==> config.mk <==
export PLATFORM = sky130hd
export DESIGN_NAME = fetch_predecode
export DESIGN_NICKNAME = d
export VERILOG_FILES = /design/src/rtl/rv32i_pkg.sv /design/src/rtl/rv32i_predecode.sv /design/src/rtl/fetch_predecode.sv
export SDC_FILE = /design/constraint.sdc
export NUM_CORES = 1
export LEC_CHECK = 0
export BUFFER_PORTS_ARGS = -buffer_cell sky130_fd_sc_hd__buf_2
export CORE_MARGIN = 3
export CORE_UTILIZATION = 42
export DETAILED_ROUTE_END_ITERATION = 16
export PLACE_DENSITY = 0.77
export SYNTH_ARGS = -nofsm -noshare
export SYNTH_HDL_FRONTEND = slang
export SYNTH_SLANG_ARGS = --single-unit
==> constraint.sdc <==
create_clock -name clk -period 2.1 [get_ports clk]
set_input_delay 0.105 -clock clk [delete_from_list [all_inputs] [get_ports clk]]
set_output_delay 0.105 -clock clk [all_outputs]
set_load 0.005 [all_outputs]
==> src/rtl/rv32i_pkg.sv <==
// rv32i_pkg: shared RV32I opcode constants, fetch FSM states and predecode bundle
package rv32i_pkg;
  localparam logic [6:0] OP_R      = 7'b0110011;
  localparam logic [6:0] OP_I      = 7'b0010011;
  localparam logic [6:0] OP_LOAD   = 7'b0000011;
  localparam logic [6:0] OP_STORE  = 7'b0100011;
  localparam logic [6:0] OP_BRANCH = 7'b1100011;
  localparam logic [6:0] OP_JAL    = 7'b1101111;
  localparam logic [6:0] OP_JALR   = 7'b1100111;
  localparam logic [6:0] OP_LUI    = 7'b0110111;
  localparam logic [6:0] OP_AUIPC  = 7'b0010111;
  localparam logic [31:0] NOP = 32'h0000_0013;
  typedef enum logic [1:0] {RST, FETCH, ISSUE} fetch_state_t;
  typedef struct packed {
    logic r_type;
    logic i_type;
    logic load;
    logic store;
    logic branch;
    logic jal;
    logic jalr;
    logic lui;
    logic auipc;
    logic illegal;
    logic [2:0] fun3;
    logic fun7;
  } predecode_t;
endpackage

==> src/rtl/rv32i_predecode.sv <==
// rv32i_predecode: combinational instr -> one-hot class flags, fun3, fun7, illegal
module rv32i_predecode
  import rv32i_pkg::*;
(
  input  logic [31:0] instr,
  output predecode_t  pd
);
  logic [6:0] op;
  assign op = instr[6:0];
  always_comb begin
    pd = '0;
    pd.r_type = op == OP_R;
    pd.i_type = op == OP_I;
    pd.load = op == OP_LOAD;
    pd.store = op == OP_STORE;
    pd.branch = op == OP_BRANCH;
    pd.jal = op == OP_JAL;
    pd.jalr = op == OP_JALR;
    pd.lui = op == OP_LUI;
    pd.auipc = op == OP_AUIPC;
    pd.illegal = !(pd.r_type || pd.i_type || pd.load || pd.store || pd.branch ||
                   pd.jal || pd.jalr || pd.lui || pd.auipc);
    pd.fun3 = instr[14:12];
    pd.fun7 = (pd.r_type || (pd.i_type && instr[14:12] == 3'b101)) && instr[30];
  end
endmodule

==> src/rtl/fetch_predecode.sv <==
// fetch_predecode: PC owner, single-outstanding imem fetch, registered predecode for the core
module fetch_predecode
  import rv32i_pkg::*;
#(
  parameter logic [31:0] RESET_PC = 32'h0000_0000
) (
  input  logic        clk,
  input  logic        rst,
  output logic        imem_req,
  output logic [31:0] imem_addr,
  input  logic        imem_valid,
  input  logic [31:0] imem_rdata,
  input  logic        instr_ready,
  input  logic        redirect,
  input  logic [31:0] redirect_pc,
  output logic        instr_valid,
  output logic [31:0] instr,
  output logic [31:0] pc,
  output logic [31:0] pc_plus4,
  output logic [2:0]  fun3,
  output logic        fun7,
  output logic        r_type,
  output logic        i_type,
  output logic        load,
  output logic        store,
  output logic        branch,
  output logic        jal,
  output logic        jalr,
  output logic        lui,
  output logic        auipc,
  output logic        illegal,
  output logic        misaligned
);
  fetch_state_t state, state_nx;
  predecode_t pd, pd_q;
  logic fetch_done, consume;
  rv32i_predecode u_predecode (.instr(imem_rdata), .pd(pd));
  always_ff @(posedge clk or posedge rst)
    if (rst) state <= RST;
    else state <= state_nx;
  always_comb begin
    fetch_done = state == FETCH && imem_valid;
    consume = state == ISSUE && instr_ready;
    state_nx = state == RST ? FETCH :
               fetch_done   ? ISSUE :
               consume      ? FETCH : state;
  end
  always_ff @(posedge clk or posedge rst)
    if (rst) begin
      pc <= RESET_PC;
      instr <= NOP;
      pd_q <= '0;
      instr_valid <= 1'b0;
      misaligned <= 1'b0;
    end else begin
      if (fetch_done) begin
        instr <= imem_rdata;
        pd_q <= pd;
        instr_valid <= 1'b1;
      end
      if (consume) begin
        pc <= redirect ? {redirect_pc[31:2], 2'b00} : pc_plus4;
        instr_valid <= 1'b0;
        if (redirect && redirect_pc[1:0] != 2'b00) misaligned <= 1'b1;
      end
    end
  assign imem_req = state == FETCH;
  assign imem_addr = pc;
  assign pc_plus4 = pc + 32'd4;
  assign fun3 = pd_q.fun3 & {3{instr_valid}};
  assign fun7 = pd_q.fun7 & instr_valid;
  assign r_type = pd_q.r_type & instr_valid;
  assign i_type = pd_q.i_type & instr_valid;
  assign load = pd_q.load & instr_valid;
  assign store = pd_q.store & instr_valid;
  assign branch = pd_q.branch & instr_valid;
  assign jal = pd_q.jal & instr_valid;
  assign jalr = pd_q.jalr & instr_valid;
  assign lui = pd_q.lui & instr_valid;
  assign auipc = pd_q.auipc & instr_valid;
  assign illegal = pd_q.illegal & instr_valid;
endmodule

==> results.yml <==
logic_synthesis:
  yosysTopAreaCellShare: 0.4131
  yosysMostFrequentCell: "nand2_1"
  synth_top_cell_by_area: "dfrtp_1"
  avgSynthCellArea_um2: 8.427
  synth_commonest_cells: "nand2_1 (142), dfrtp_1 (74), buf_4 (40), clkbuf_1 (25), nor2_1 (25)"
  ys_async_sr_fraction: 1.000
  yosys_warnings: 0
  synth_cell_type_count: 54
  synthCells: 532
  syn-cell-area_mm2: 0.004483
  yosys_most_used_dff: "dfrtp_1"
  ys_ff_latch: 77
  synth_area_leaders: "dfrtp_1 (41%), nand2_1 (12%), buf_4 (6.7%)"
  ys_seq_area_frac: 0.4306
  synth-edff-count: 0
cells_and_area:
  n_antenna_cell: 0
  drive_gt1_frac: 0.4003
  fin_nets: 822
  utilization: 0.5994
  area_delta_synth_final_pct: 38.65
  instances_no_fill: 893
floorplan:
  core_area_mm2: 0.01037
  die_h_um: 109.3
  floorplan.initialDensity: 0.4323
  rows: 37
  die_w_um: 109.3
  dieArea_mm2: 0.01195
  io-pin-count: 214
global_routing:
  grt_pass1_wl_um: 21460
  antenna_found_initial: 0
  grt_max_degree: 50
  grt_overflow: 0
  grtUsageTotal: 0.2276
  first_global_vias: 4403
pwr:
  netSwitchingFraction: 0.3957
  p_sw_mw: 2.897
  combPwrFrac: 0.491
  p_int_mw: 4.424
  power_mw: 7.321
  power.density_mw_per_mm2: 1178
  ir_drop_mv: 0.6408
  p_leak_nw: 3.097
  pwr-share-seq: 0.352
  p_clk_frac: 0.156
route:
  vias_per_cell: 5.297
  drt_pass1_iterations: 5
  detail_route.iter0.violations: 323
  avgRoutedWirePerCell_um: 15.79
  drc_errors: 0
  vias: 4730
  drt-total-wl_um: 14100
  ant_nets: 0
critical_path:
  cp_max_fo: 9
  cp_cell_sequence: "and4_4 > nand3_4 > or4_4 > xnor2_2 > buf_2"
  path_class: "register to output pin"
  regToRegSetupSlack_ns: 0.12
  critPathMaxStageDelay_ns: 0.60
  worstPathArrival_ns: 2.00
  crit_buf_inv: 1
  crit_path_start_kind: "register"
  critPathTopFamily: "simple AND/OR/NAND/NOR gates"
  slowest_stage: "or4_4"
  end_kind: "output pin"
  crit_required_ns: 2.00
clock_network:
  cts_tree: "yes"
  path_clk_slew_ns: 0.09
  numCtsBuffers: 9
  htreeDepth: 3
  clock_sinks: 77
  cts-root-buf: "clkbuf_8"
  insertion_delay_ns: 0.34
  clockBufferDepth: 2
place:
  place_inst: 838
  place.port_buffers: 207
  gp_congestion: 0.8479
  post-dp-hpwl_um: 9455
timing:
  fin_crit_sh: 1.005
  min_period_ns: 2.110
  tns_ns: -0.009523
  slew_violations: 0
  tightestPinTransition_ns: 0.5740
  fmax_ghz: 0.4740
  hold_viol: 0
  finalClockSkew_ns: 0.01351
  slew_headroom: 0.6169
  setup_viol_count_final: 1
  setup_slack_ns: -0.009523
  hold_ws_ns: 0.02147
  rsz0062_at_grt: "yes"
status:
  violations: "negative setup slack"
  status: "finished with violations"
run:
  cap_violations: 0
hold_path:
  hp-class: "input pin to register"
==> state kept, by name, indices dropped and copies added (netlist names) <==
register,cells
state,2
misaligned,1
pd_q,11
imem_addr,30
instr,32
instr_valid,1
==> per-stage QoR <==
step,cell area (µm²),setup slack [ns]
floorplan,4502,0.03329
global placement,5532,0.1374
detailed placement,5532,0.06338
CTS,6155,0.007464
global route,6216,-0.07859
finish,6216,-0.009523
==> path summary, 6_finish.rpt <==
kind,start,endpoint,cells past startpoint
min in group asynchronous,rst,imem_addr[12],3
max reg2reg,imem_addr[20],imem_addr[29],7
min reg2reg,instr[0],instr[0],2
max,imem_addr[13],pc_plus4[27],5
max in group asynchronous,rst,instr[4],4
min,redirect_pc[17],imem_addr[17],3
==> kinds of logic after synthesis <==
kind of cell | synth area share
simple gates | 0.2593
compound gates | 0.1463
buf+inv | 0.1010
flops | 0.4306
xor+xnor | 0.05470
mux | 0.004466
fa+ha+maj | 0.002791
other cells | 0.0008365
==> cell type report <==
| type | count | area (µm²) |
|---|---|---|
| Clock buffer | 10 | 127.6 |
| Tap cell | 136 | 170.2 |
| Multi-Input combinational cell | 381 | 2237 |
| Sequential cell | 77 | 1936 |
| Timing Repair Buffer | 275 | 1644 |
| Clock inverter | 6 | 70.07 |
| Inverter | 8 | 31.28 |
| Fill cell | 904 | 4154 |
==> tightest hold or removal path, stage by stage <==
cell	delay, ns
buf_2	0.08
nand3_1	0.07
nand3_1	0.08
==> placed cells by master, fill, tap and decap left out, types with 9 or more instances in the layout <==
cell / instances
buf_2: 207
nand2_1: 142
dfrtp_1: 70
buf_4: 37
dlygate4sd3_1: 29
nor2_1: 22
o21ai_0: 20
a21oi_1: 18
nand3_1: 17
and2_1: 15
xnor2_1: 14
xor2_1: 12
a2bb2oi_1: 11
o22ai_1: 10
clkbuf_8: 9
==> repair_timing <==
item | 4_1_cts | 5_1_grt
hold endpoints to repair | 57 | 0
resized for setup | 20 | 11
hold buffers | 29 | 0
setup endpoints to repair | 15 | 10
pin swaps | 3 | 4
buffers inserted | 9 | 1
==> routing by layer <==
metal  global-route usage  share of wire  up-vias
met3              0.05872          0.083       21
met4              0.06500          0.016        0
li1                     -              -     2200
met1               0.2713           0.39     2275
met2               0.4053           0.51      234
met5                    0              0        -
==> power groups by stage <==
stage,Sequential [mW],Combinational (mW),Clock [mW]
floorplan,2.71,1.81,0
global placement,2.57,3.28,0
detailed placement,2.61,3.33,0
CTS,2.56,3.56,1.17
global route,2.66,4.02,1.24
finish,2.58,3.60,1.15
Note: power is estimated with default switching activity, not from simulation.
